[config.mk]
export PLATFORM = sky130hd
export DESIGN_NAME = ram_arbitro
export DESIGN_NICKNAME = d
export VERILOG_FILES = /design/src/rtl/ram_arbitro.sv
export SDC_FILE = /design/constraint.sdc
export NUM_CORES = 1
export LEC_CHECK = 0
export CAP_MARGIN = 20
export CORE_ASPECT_RATIO = 1.5
export CORE_MARGIN = 3
export CORE_UTILIZATION = 42
export DETAILED_ROUTE_END_ITERATION = 16
export PLACE_DENSITY = 0.9
export REMOVE_ABC_BUFFERS = 1
export SKIP_CTS_REPAIR_TIMING = 1
export SLEW_MARGIN = 0
export SYNTH_ARGS = -nofsm -noshare
export SYNTH_HDL_FRONTEND = slang
export SYNTH_SLANG_ARGS = --single-unit
[constraint.sdc]
create_clock -name clk -period 2.7 [get_ports clk]
set_clock_uncertainty 0.15 [all_clocks]
set_input_delay 0.54 -clock clk [delete_from_list [all_inputs] [get_ports clk]]
set_output_delay 0.54 -clock clk [all_outputs]
set_load 0.05 [all_outputs]
[src/rtl/ram_arbitro.sv]
// Two-master request/ack arbiter and sequencer for the shared async RAM.
// Define ARB_ROUND_ROBIN_EN for round-robin; default is fixed A-over-B.
module ram_arbitro #(
  parameter int ANCHO_DIR  = 8,
  parameter int ANCHO_DATO = 8
) (
  input  logic                  clk,
  input  logic                  rst_n,
  input  logic                  req_a,
  input  logic                  req_b,
  input  logic                  we_a,
  input  logic                  we_b,
  input  logic [ANCHO_DIR-1:0]  dir_a,
  input  logic [ANCHO_DIR-1:0]  dir_b,
  input  logic [ANCHO_DATO-1:0] dato_a,
  input  logic [ANCHO_DATO-1:0] dato_b,
  output logic                  ack_a,
  output logic                  ack_b,
  output logic [ANCHO_DATO-1:0] dato_lect,
  output logic                  ocupado,
  output logic [ANCHO_DIR-1:0]  ram_direccion,
  output logic [ANCHO_DATO-1:0] ram_dato_e,
  output logic                  ram_EN,
  input  logic [ANCHO_DATO-1:0] ram_dato_s
);

  localparam logic [1:0] IDLE   = 2'd0;
  localparam logic [1:0] ACCESO = 2'd1;
  localparam logic [1:0] RESP   = 2'd2;

  logic [1:0] estado;
  logic       ultimo;
  logic       we_l;
  logic       gana_b;

  always_comb begin
`ifdef ARB_ROUND_ROBIN_EN
    gana_b = req_b & (~req_a | ~ultimo);
`else
    gana_b = req_b & ~req_a;
`endif
  end

  // Latched address/data double as the RAM bus, so they hold between accesses.
  always_ff @(posedge clk or negedge rst_n) begin
    if (!rst_n) begin
      estado        <= IDLE;
      ultimo        <= 1'b1;
      we_l          <= 1'b0;
      ram_direccion <= '0;
      ram_dato_e    <= '0;
      dato_lect     <= '0;
      ack_a         <= 1'b0;
      ack_b         <= 1'b0;
    end else begin
      case (estado)
        IDLE: begin
          if (req_a | req_b) begin
            estado        <= ACCESO;
            ultimo        <= gana_b;
            we_l          <= gana_b ? we_b : we_a;
            ram_direccion <= gana_b ? dir_b : dir_a;
            ram_dato_e    <= gana_b ? dato_b : dato_a;
          end
        end
        ACCESO: begin
          estado <= RESP;
          if (!we_l) dato_lect <= ram_dato_s;
          if (ultimo) ack_b <= 1'b1;
          else        ack_a <= 1'b1;
        end
        RESP: begin
          estado <= IDLE;
          ack_a  <= 1'b0;
          ack_b  <= 1'b0;
        end
        default: estado <= IDLE;
      endcase
    end
  end

  // Decoded from state so reset drops the write strobe without a clock.
  assign ram_EN  = (estado == ACCESO) & we_l;
  assign ocupado = (estado != IDLE);

endmodule
[After elaboration in Yosys (flattened, before gate mapping)]
Index checks and enable logic that the tools add are counted.
Operators by class
  equal/unequal tests: 5
  mux-type cells: 9
  bitwise gates (word level): 5
  reduce and logical (&&, ||, !) cells: 7
Operator list (number)
  8-bit 2-to-1 mux: 2
  2-bit AND reduction: 4
  2-bit inequality test, second input constant: 3
  1-bit case mux with 2 select lines: 2
  2-bit case mux with 2 select lines: 1
  2-bit nonzero test: 2
  1-bit 2-to-1 mux: 3
  1-bit AND: 2
  2-bit by 1-bit == test with 1-bit output, second input constant: 1
  2-bit == test, second input constant: 1
  2-bit zero test: 1
  2-bit 2-to-1 mux: 1
  1-bit inverter: 2
  1-bit OR: 1
Storage, ports and cells
  register bits: 30
  input port bits: 46
  output and inout port bits: 28
  word-level logic and storage cells: 34

[Longest topological paths before layout]
  word-level depth: 3
  depth in mapped cells: 5

[Worst setup path before layout]
OpenSTA, ideal clock, no wires.
  path type: input to register
  start: input port req_a
  end: register ram_dato_e[7]
  setup time: 125 ps
  arrival time: 1478 ps
  required time: 2425 ps
  slack: 947 ps
  stages on the path: 5
  path through: nand2b_1 > buf_6 > buf_12 > mux2_4 > mux2_4
Between the ends
  word-level cells in the longest chain between the ends: 3
  elaborated cells between the ends (all ways): 5
Ends and longest elaborated chain
  start, declared: line 9  | input logic req_a,
  1-bit inverter: line 40  | gana_b = req_b & ~req_a;
  1-bit AND: line 40
  8-bit 2-to-1 mux: line 63  | ram_dato_e <= gana_b ? dato_b : dato_a;
  end signal, assigned: line 63
  end, declared: line 22  | output logic [ANCHO_DATO-1:0] ram_dato_e,
Several ways; a longest one is shown, not always the timed one.
A chain may end at the register's enable or synchronous reset.

[Worst setup path after layout]
  start: register estado[1]
  end: output port ram_EN
Between the ends
  word-level cells in the longest chain between the ends: 2
Ends and longest elaborated chain
  start, declared: line 31  | logic [1:0] estado;
  start signal, assigned: line 47  | estado <= IDLE;
  start signal, assigned: line 59  | estado <= ACCESO;
  start signal, assigned: line 67  | estado <= RESP;
  2-bit by 1-bit == test with 1-bit output: line 83  | assign ram_EN = (estado == ACCESO) & we_l;
  1-bit AND: line 83
  end, declared: line 23  | output logic ram_EN,
Every way passes these cells.

==> results.py <==
metrics = {
    "final_layout": {
        "fill_cells": 227,
        "nets": 218,
        "final_layout_size_suffix_gt1_share_pct": 30.8,
        "final_cells": 212,
        "stdcell_area_mm2": 0.00227,
        "n_antenna_cell": 0,
        "syn2layout_area_growth_pct": 57.3,
    },
    "global_routing": {
        "grt_max_degree": 31,
        "overflow": 0,
        "grt_pass1_vias": 1131,
        "antenna_found_initial": 0,
        "grt_usage_pct": 19.1,
        "grt_pass1_wl_um": 5610,
    },
    "critical_path": {
        "worst_path_largest_cell_delay_ps": 800,
        "start_kind": "register",
        "cp.arrival_ps": 1840,
        "ff2ff_setup_slack_ps": 820,
        "r2r_end": "dato_lect[3]$_DFFE_PN0P_",
        "worst-r2r-cell-count": 3,
        "crit_type": "register to output port",
        "crit_slowest_cell": "clkdlybuf4s50_1",
        "rr_startpoint": "estado[1]$_DFFE_PN0P_",
        "critical_path.top_delay_family": "buffers and inverters",
        "crit_path_end_kind": "output port",
        "crit_path_max_fanout": 6,
        "path_buf_inv": 1,
        "crit_required_ps": 2010,
        "critical_path.cell_chain": "nor2b_1 > and2_1 > clkdlybuf4s50_1",
    },
    "timing": {
        "setup_tns_ps": 0,
        "worst_slew_pin_slew_ps": 668,
        "fin_crit_ps": 2530,
        "clock.fmax_mhz": 395,
        "slew_headroom_pct": 55.3,
        "drv_slew": 0,
        "grt_setup_unrepaired": "no",
        "finalSetupViolCount": 0,
        "hold_viol_final": 0,
        "hold_slack_ps": 359,
        "fin_crit_sh_pct": 93.7,
    },
    "routing": {
        "drt-initial-drc-count": 11,
        "first_pass_iters": 2,
        "drc": 0,
        "wirelength_um": 3470,
        "via_per_inst": 4.91,
        "antenna_left": 0,
        "wl_per_cell_um": 16.4,
        "vias": 1040,
    },
    "die": {
        "core_area_mm2": 0.00322,
        "die_h_um": 77.8,
        "rows": 25,
        "ios": 74,
        "die_w_um": 53.9,
        "die-area_mm2": 0.00419,
        "start_util_pct": 44.8,
    },
    "yosys": {
        "synthFlopType": "dfrtp_1",
        "seq_area_frac_synth_pct": 52.1,
        "ys_ff_latch": 30,
        "netlist.area_leader.share_pct": 50.3,
        "netlist_instances": 94,
        "yosys.area.top_type": "dfrtp_1",
        "synthTopCellsByArea": "dfrtp_1 50%, mux2_4 21%, mux2_2 17%",
        "avgSynthCellArea_um2": 15.3,
        "synth_warnings": 0,
        "synth_common_cells": "29 x dfrtp_1, 22 x mux2_2, 20 x mux2_4",
        "synth_most_common_cell": "dfrtp_1",
        "synth_cell_types": 16,
        "synth_edf_count": 0,
        "synthArstFlopShare_pct": 100,
        "synth_area_mm2": 0.00144,
    },
    "hold_path": {
        "min_path_cells": 1,
        "holdPathEnd": "dato_lect[7]$_DFFE_PN0P_",
        "min_from": "dato_lect[7]$_DFFE_PN0P_",
        "worstHoldPathType": "register to register",
    },
    "clock_network": {
        "htree_levels": 2,
        "clockRootBuffer": "clkbuf_8",
        "cts_tree": "done",
        "numCtsBuffers": 5,
        "clock_path_buffers": 2,
        "clock_sinks": 30,
        "clock_latency_ps": 280,
        "clkTransAtPathRegs_ps": 60,
    },
    "power": {
        "leakage_nw": 0.990,
        "peakVddDrop_mv": 0.784,
        "swShare_pct": 46.0,
        "p_int_mw": 1.62,
        "power.share.sequential_pct": 27.6,
        "switching_power_mw": 1.38,
        "clkPwrFrac_pct": 11.0,
        "power_density_mw_per_mm2": 1320,
        "power_frac_comb_pct": 61.4,
    },
    "placed_design": {
        "gp_congestion": 0.774,
        "io_buffers": 73,
        "dp_cells": 205,
        "dpl_cell_area_mm2": 0.00219,
        "dp.final_hpwl_um": 2760,
    },
    "run": {
        "cap_viol_max_count": 0,
    },
    "status": {
        "status": "finished, final reports clean",
    },
}
## flip-flops by register name, indices dropped and copies added (netlist names)
name,count
we_l,1
ack_a,1
ram_dato_e,8
ack_b,1
estado,2
ultimo,1
dato_lect,8
ram_direccion,8
## worst max-delay path by stage
| stage | start | endpoint | slack (ps) | cells after the start |
|---|---|---|---|---|
| after floorplan | req_a | ram_dato_e[0]$_DFFE_PN0P_ | 640 | 3 |
| after global placement | req_a | ram_dato_e[2]$_DFFE_PN0P_ | 400 | 5 |
| after detailed placement | req_a | ram_dato_e[0]$_DFFE_PN0P_ | 340 | 5 |
| after CTS | estado[1]$_DFFE_PN0P_ | ram_EN | 150 | 3 |
| after global routing | estado[1]$_DFFE_PN0P_ | ram_EN | 100 | 3 |
| final | estado[1]$_DFFE_PN0P_ | ram_EN | 170 | 3 |
## power groups by stage
stage	sequential, mW	combinational (mW)	clock [mW]
6_report	0.828	1.84	0.330
5_1_grt	0.856	1.93	0.364
4_1_cts	0.831	1.86	0.341
3_5_place_dp	0.837	1.86	0
3_3_place_gp	0.819	1.82	0
2_1_floorplan	1.52	0.536	0
## worst reg2reg max path: stages (launching register included)
cell and delay (ps):
dfrtp_1 420, nor2b_1 190, nor2b_1 580, mux2_2 410
## cells by family (layout without fill, tap and decap cells)
kind of cell           Yosys count  after routing  synth area share [%]
AOI/OAI and AO/OA                7              7                  2.60
buffers and inverters            8             86                  4.60
muxes                           42             42                  38.0
and+or+nand+nor                  7              7                  2.69
DFF                             30             30                  52.1
## cell usage in the layout (no fill, tap or decap)
master           count
nor2b_1              3
clkinv_2             2
o21a_1               1
clkbuf_8             5
mux2_2              22
clkdlybuf4s50_1     73
mux2_4              20
dfstp_2              1
o21ai_0              4
nor2_1               2
and2_1               1
dfrtp_1             29
nand2b_1             1
a21oi_1              2
inv_1                3
buf_4                3
## layer usage
metal  track usage, %  vias up  routed length, um
li1                 -      486                  -
met1             19.9      492               1170
met2             32.2       51               1880
met3             7.29       11                318
met4             8.95        0                107
met5                0        -                  0
## final cells by class
| type | instances | area, um2 | area share, % |
|---|---|---|---|
| repair buffers | 76 | 753 | 33.2 |
| flip-flops and latches | 30 | 752 | 33.1 |
| multi-input cells | 56 | 624 | 27.5 |
| clock buffers | 5 | 68.8 | 3.03 |
| well taps | 40 | 50.0 | 2.21 |
| inverters | 3 | 11.3 | 0.496 |
| clock inverters | 2 | 10.0 | 0.441 |
## stage by stage
stage / util, % / total power, mW / worst slack, ps
2_1_floorplan: - / 2.06 / 641
3_3_place_gp: 68.0 / 2.64 / 400
3_5_place_dp: 68.0 / 2.69 / 343
4_1_cts: 70.4 / 3.03 / 149
5_1_grt: 70.4 / 3.15 / 100
6_report: 70.4 / 3.00 / 171
No activity file was read; power rests on OpenSTA's default activity.
